===== src/rtl/btn_pkg.sv =====
// Shared types and constants for the push-button conditioning block.
package btn_pkg;

  typedef enum logic [1:0] {
    IDLE,
    PRESS_WAIT,
    PRESSED,
    RELEASE_WAIT
  } ch_state_e;

  localparam int NUM_CH   = 3;
  localparam int CH_ENTER = 0;
  localparam int CH_U     = 1;
  localparam int CH_LU    = 2;

  // Arbiter scan order, highest priority first.
  localparam int PRIO_ORDER [NUM_CH] = '{CH_ENTER, CH_LU, CH_U};

  function automatic int max3(input int a, input int b, input int c);
    int m;
    m = (a > b) ? a : b;
    return (m > c) ? m : c;
  endfunction

endpackage


===== src/rtl/btn_debounce.sv =====
// One button channel: two-flop synchroniser, debounce FSM and accept strobe,
// with an optional hold-to-repeat generator enabled per instance.
module btn_debounce #(
  parameter int DEB_CYCLES    = 1000000,
  parameter int REPEAT_DELAY  = 25000000,
  parameter int REPEAT_PERIOD = 10000000,
  parameter bit AUTOREPEAT_EN = 1'b0
) (
  input  logic clk,
  input  logic clr_n,
  input  logic btn,
  output logic held,
  output logic accept
);
  import btn_pkg::*;

  localparam int CNT_W = $clog2(max3(DEB_CYCLES, REPEAT_DELAY, REPEAT_PERIOD) + 1);
  localparam logic [CNT_W-1:0] DEB_LAST = CNT_W'(DEB_CYCLES - 1);
  localparam logic [CNT_W-1:0] ONE      = CNT_W'(1);

  logic [1:0]       sync;
  logic             s;
  ch_state_e        state;
  logic [CNT_W-1:0] cnt;
  logic             press_fire;
  logic             rep_fire;

  assign s          = sync[1];
  assign press_fire = (state == PRESS_WAIT) && s && (cnt == DEB_LAST);
  assign accept     = press_fire || rep_fire;

  // NOTE: sequential state is updated with <= only, so every flop samples
  // pre-edge values and the synchroniser really is two stages deep.
  always_ff @(posedge clk or negedge clr_n) begin
    if (!clr_n) begin
      sync  <= '0;
      state <= IDLE;
      cnt   <= '0;
      held  <= 1'b0;
    end else begin
      sync <= {sync[0], btn};
      case (state)
        IDLE: begin
          if (s) begin
            state <= PRESS_WAIT;
            cnt   <= ONE;
          end
        end
        PRESS_WAIT: begin
          if (!s) begin
            state <= IDLE;
            cnt   <= '0;
          end else if (cnt == DEB_LAST) begin
            state <= PRESSED;
            held  <= 1'b1;
            cnt   <= '0;
          end else begin
            cnt <= cnt + ONE;
          end
        end
        PRESSED: begin
          if (!s) begin
            state <= RELEASE_WAIT;
            cnt   <= ONE;
          end
        end
        RELEASE_WAIT: begin
          // A bounce while releasing returns to PRESSED without a new accept.
          if (s) begin
            state <= PRESSED;
            cnt   <= '0;
          end else if (cnt == DEB_LAST) begin
            state <= IDLE;
            held  <= 1'b0;
            cnt   <= '0;
          end else begin
            cnt <= cnt + ONE;
          end
        end
        default: begin
          state <= IDLE;
          cnt   <= '0;
        end
      endcase
    end
  end

  if (AUTOREPEAT_EN) begin : g_rep
    localparam logic [CNT_W-1:0] RD_LAST = CNT_W'(REPEAT_DELAY - 1);
    localparam logic [CNT_W-1:0] RP_LAST = CNT_W'(REPEAT_PERIOD - 1);

    logic [CNT_W-1:0] rep_cnt;
    logic             rep_first;
    logic [CNT_W-1:0] rep_last;

    assign rep_last = rep_first ? RD_LAST : RP_LAST;
    assign rep_fire = (state == PRESSED) && s && (rep_cnt == rep_last);

    // Counts only while held in PRESSED; any exit rearms the initial delay.
    always_ff @(posedge clk or negedge clr_n) begin
      if (!clr_n) begin
        rep_cnt   <= '0;
        rep_first <= 1'b1;
      end else if ((state == PRESSED) && s) begin
        if (rep_cnt == rep_last) begin
          rep_cnt   <= '0;
          rep_first <= 1'b0;
        end else begin
          rep_cnt <= rep_cnt + ONE;
        end
      end else begin
        rep_cnt   <= '0;
        rep_first <= 1'b1;
      end
    end
  end else begin : g_no_rep
    assign rep_fire = 1'b0;
  end

endmodule


===== src/rtl/btn_pulse_gen.sv =====
// Front-panel button conditioner: three debounced channels feeding a priority
// arbiter of one-cycle command strobes. Define BTN_AUTOREPEAT_EN for U auto-repeat.
module btn_pulse_gen #(
  parameter int DEB_CYCLES    = 1000000,
  parameter int REPEAT_DELAY  = 25000000,
  parameter int REPEAT_PERIOD = 10000000
) (
  input  logic       clk,
  input  logic       clr_n,
  input  logic       btn_enter,
  input  logic       btn_u,
  input  logic       btn_lu,
  output logic       Enter,
  output logic       U,
  output logic       LU,
  output logic [2:0] held
);
  import btn_pkg::*;

`ifdef BTN_AUTOREPEAT_EN
  localparam bit U_REPEAT = 1'b1;
`else
  localparam bit U_REPEAT = 1'b0;
`endif

  logic [NUM_CH-1:0] raw;
  logic [NUM_CH-1:0] deb_held;
  logic [NUM_CH-1:0] accept;
  logic [NUM_CH-1:0] pend;
  logic [NUM_CH-1:0] grant;
  logic [NUM_CH-1:0] strobe;

  assign raw[CH_ENTER] = btn_enter;
  assign raw[CH_U]     = btn_u;
  assign raw[CH_LU]    = btn_lu;

  for (genvar ch = 0; ch < NUM_CH; ch++) begin : g_ch
    btn_debounce #(
      .DEB_CYCLES    (DEB_CYCLES),
      .REPEAT_DELAY  (REPEAT_DELAY),
      .REPEAT_PERIOD (REPEAT_PERIOD),
      .AUTOREPEAT_EN ((ch == CH_U) && U_REPEAT)
    ) u_deb (
      .clk    (clk),
      .clr_n  (clr_n),
      .btn    (raw[ch]),
      .held   (deb_held[ch]),
      .accept (accept[ch])
    );
  end

  // NOTE: grant is cleared before the scan so every path assigns it and no
  // latch is inferred.
  always_comb begin
    grant = '0;
    for (int i = 0; i < NUM_CH; i++) begin
      if (pend[PRIO_ORDER[i]] && (grant == '0)) grant[PRIO_ORDER[i]] = 1'b1;
    end
  end

  // Pending bits saturate; a grant and a fresh accept on the same channel
  // leave it pending for one more strobe.
  always_ff @(posedge clk or negedge clr_n) begin
    if (!clr_n) begin
      pend   <= '0;
      strobe <= '0;
      held   <= '0;
    end else begin
      pend   <= (pend & ~grant) | accept;
      strobe <= grant;
      held   <= deb_held;
    end
  end

  assign Enter = strobe[CH_ENTER];
  assign U     = strobe[CH_U];
  assign LU    = strobe[CH_LU];

endmodule


===== config.mk =====
export PLATFORM = sky130hd
export DESIGN_NAME = btn_pulse_gen
export DESIGN_NICKNAME = d
export VERILOG_FILES = /design/src/rtl/btn_pkg.sv /design/src/rtl/btn_debounce.sv /design/src/rtl/btn_pulse_gen.sv
export SDC_FILE = /design/constraint.sdc
export NUM_CORES = 1
export LEC_CHECK = 0
export CORE_AREA = 2 2 106 108
export CTS_CLUSTER_DIAMETER = 30
export DETAILED_ROUTE_END_ITERATION = 7
export DIE_AREA = 0 0 108 110
export HOLD_SLACK_MARGIN = 0.05
export PLACE_DENSITY = 0.66
export SLEW_MARGIN = 20
export SYNTH_ARGS = -nofsm -noshare
export SYNTH_HDL_FRONTEND = slang
export SYNTH_HIERARCHICAL = 1
export SYNTH_SLANG_ARGS = --single-unit

===== constraint.sdc =====
create_clock -name clk -period 2.1 [get_ports clk]
set_input_delay 0.63 -clock clk [delete_from_list [all_inputs] [get_ports clk]]
set_output_delay 0.63 -clock clk [all_outputs]
set_load 0.01 [all_outputs]

==> impl_metrics.csv <==
group,metric,value,unit
outcome,outcome,"completed",
timing,rsz0062_at_grt,"false",
routing,ant_nets,0,
yosys,ys.flop_type,"dfrtp_1",
worst_setup_path,critPathKind,"reg2reg",
yosys,yosysSeqAreaShare,46.91,%
routing,avgViaCountPerCell,6.003,
routing,drtIter0Drc,295,
global_routing,antenna_found_initial,0,
worst_setup_path,end_kind,"flop",
timing,tightestPinTransition,0.9618,ns
cts,clk_pin_slew_worst_paths,0.11,ns
die,chipWidth,108,um
power,p_total,3.576,mW
die,die_h,110,um
yosys,synth_area,5281,um2
power,ir_drop,0.3640,mV
global_routing,grt_pass1_wl,20090,um
worst_setup_path,worstPathRequired,2.40,ns
layout,nNetsFinal,612,
cts,clk_latency,0.38,ns
yosys,synth_area_per_cell,9.448,um2
timing,final-hold-violation-count,0,
routing,drtPass1Iterations,5,
timing,setup_tns,0,ns
worst_setup_path,slowest_stage,"nor2_1",
job,drv_cap,0,
worst_setup_path,r2r_start,"g_ch[2].u_deb/sync[1]",
die,start_util,49.37,%
timing,period_needed,2.004,ns
global_routing,grt_max_degree,44,
place,place.gp.congestion,0.8413,
timing,slew_violations,0,
yosys,ys_types,56,
timing,slew_headroom,35.64,%
cts,cts_hold_buffers,0,
global_routing,grt_pass1_vias,4275,
die,core_area,10700,um2
global_routing,grt_usage,21.18,%
place,hpwlAfterDp,8015,um
global_routing,grt_overflow,0,
layout,drive_above_1_share,16.26,%
worst_setup_path,slowest_delay,0.69,ns
layout,final_cell_mix,"dfrtp_1, nand2_1, buf_4",
yosys,ys_async_sr_fraction,100.0,%
worst_setup_path,critPathBufInv,2,
timing,fin_crit_sh,95.44,%
worst_setup_path,ff2ff_path_depth,6,
worst_setup_path,crit_path_start_kind,"flop",
timing,max_freq,0.4990,GHz
routing,vias,4496,
worst_setup_path,crit_start,"g_ch[2].u_deb/sync[1]",
routing,drc,0,
worst_setup_path,critPathArrivalTime,2.31,ns
power,pwr_density_cell,588.3,nW/um2
cts,clock_path_buffers,2,
routing,wl_per_cell,15.37,um
layout,area_delta_synth_final,15.09,%
hold_path,holdCritPathClass,"in2async",
yosys,synth_edf_count,0,
worst_setup_path,crit_family,"simple AND/OR/NAND/NOR gates",
cts,numCtsBuffers,9,
worst_setup_path,crit_path_cell_trace,"xor2_1 > buf_4 > nor2_1 > buf_4 > a21oi_1 > o21ai_0",
die,ioPinCount,11,
yosys,synth-seq-cells,99,
cts,root_buffer,"clkbuf_8",
worst_setup_path,path_depth,6,
yosys,yosysWarnings,6,
worst_setup_path,worst-path-max-fanout,11,
cts,cts_tree,"yes",
cts,htreeDepth,3,
yosys,syn-num-nets,567,
cts,clock_sinks,99,
timing,setup_viol,0,
routing,wl,11510,um
layout,num_antenna_cells,0,
power,p_leak,2.678,nW
timing,clock_skew,0.01375,ns
die,rows,38,
place,portBuffers,10,
layout,final_common_cell,"dfrtp_1",
yosys,netlist_instances,559,
die,dieArea,11880,um2
worst_setup_path,crit_path_frequent_cell,"buf_4",
[what timing repair did]
action | in CTS | in global routing
resized for setup | 0 | 8
setup buffers | 0 | 5
setup endpoints to repair | 0 | 36
[report_power, final]
| part | leakage, nW | internal [mW] | switching, mW |
|---|---|---|---|
| registers | 1.35 | 1.95 | 0.0652 |
| clock network | 0.103 | 0.477 | 0.767 |
| logic | 1.22 | 0.131 | 0.182 |
[Yosys cell counts, types with 4 or more instances]
| library cell | count | area, um2 |
|---|---|---|
| nand3_1 | 45 | 225.2 |
| o21ai_0 | 19 | 95.09 |
| a221o_1 | 4 | 40.04 |
| a31oi_1 | 45 | 281.5 |
| or2_2 | 4 | 25.02 |
| buf_2 | 12 | 60.06 |
| nor4_4 | 4 | 85.08 |
| and3_1 | 15 | 93.84 |
| nor2_1 | 32 | 120.1 |
| nand2b_1 | 9 | 56.30 |
| dfrtp_1 | 99 | 2477 |
| inv_1 | 13 | 48.80 |
| mux2i_1 | 9 | 90.09 |
| a21o_1 | 9 | 67.56 |
| nand4_1 | 26 | 162.7 |
| xor2_1 | 5 | 43.79 |
| buf_6 | 4 | 45.04 |
| nand2_1 | 57 | 214.0 |
| and4_1 | 12 | 105.1 |
| nor4_1 | 4 | 25.02 |
| a41oi_1 | 8 | 70.07 |
| a22o_1 | 10 | 87.58 |
| clkbuf_1 | 7 | 26.28 |
| nor3_1 | 10 | 50.05 |
| a21oi_1 | 44 | 220.2 |
| and2_1 | 8 | 50.05 |
[cell type report]
cell class / instances / area [um2]
fillers: 936 / 4619
multi-input cells: 417 / 2636
flip-flops and latches: 99 / 2477
repair buffers: 64 / 540.5
well taps: 140 / 175.2
clock buffers: 9 / 123.9
clock inverters: 7 / 76.32
inverters: 13 / 48.80
[metal layers]
metal | vias up | share of wire, % | GRT usage [%]
li1 | 2203 | - | -
met1 | 2211 | 47 | 28.96
met2 | 70 | 49 | 34.86
met3 | 12 | 2.7 | 2.528
met4 | 0 | 1.3 | 8.059
met5 | - | 0 | 0
[path summary, 6_finish.rpt]
path,end,slack (ns)
hold reg to reg,g_ch[0].u_deb/sync[1],0.36
max in group asynchronous,g_ch[0].u_deb/cnt[9],1.36
hold / removal,strobe[1],0.17
setup / recovery,g_ch[2].u_deb/cnt[19],0.1
setup reg to reg,g_ch[2].u_deb/cnt[19],0.1
min in group clk,g_ch[0].u_deb/sync[1],0.36
[kinds of logic (layout without fill, tap and decap cells)]
kind of cell | Yosys count | in the layout | share of synthesized area (%)
and+or+nand+nor | 245 | 245 | 26.46
xor gates and xnor gates | 6 | 6 | 0.9950
DFF | 99 | 99 | 46.91
buffers and inverters | 43 | 93 | 4.170
muxes | 12 | 12 | 2.345
AOI/OAI and AO/OA | 151 | 151 | 18.41
adders and majority gates | 3 | 3 | 0.7108
[registers in the layout, indices dropped and copies added, names as in the netlist, named ones only]
signal and flops:
g_ch.u_deb/cnt 75, g_ch.u_deb/sync 6, g_ch.u_deb/held 3, g_ch.u_deb/state 3, held 3, pend 3, strobe 3
[per-stage QoR]
stage	hold WS (ns)	instances	area (um2)	setup WS, ns	utilization, %
after floorplan	0.3312	559	5281	0.1676	-
after global placement	0.3381	728	5796	0.1129	54.18
after detailed placement	0.3355	728	5796	0.04246	54.18
after CTS	0.1665	744	5996	0.01521	56.05
after global routing	0.1732	749	6078	0.001366	56.82
final	0.1710	749	6078	0.09586	56.82
No activity file was read; power rests on OpenSTA's default activity.
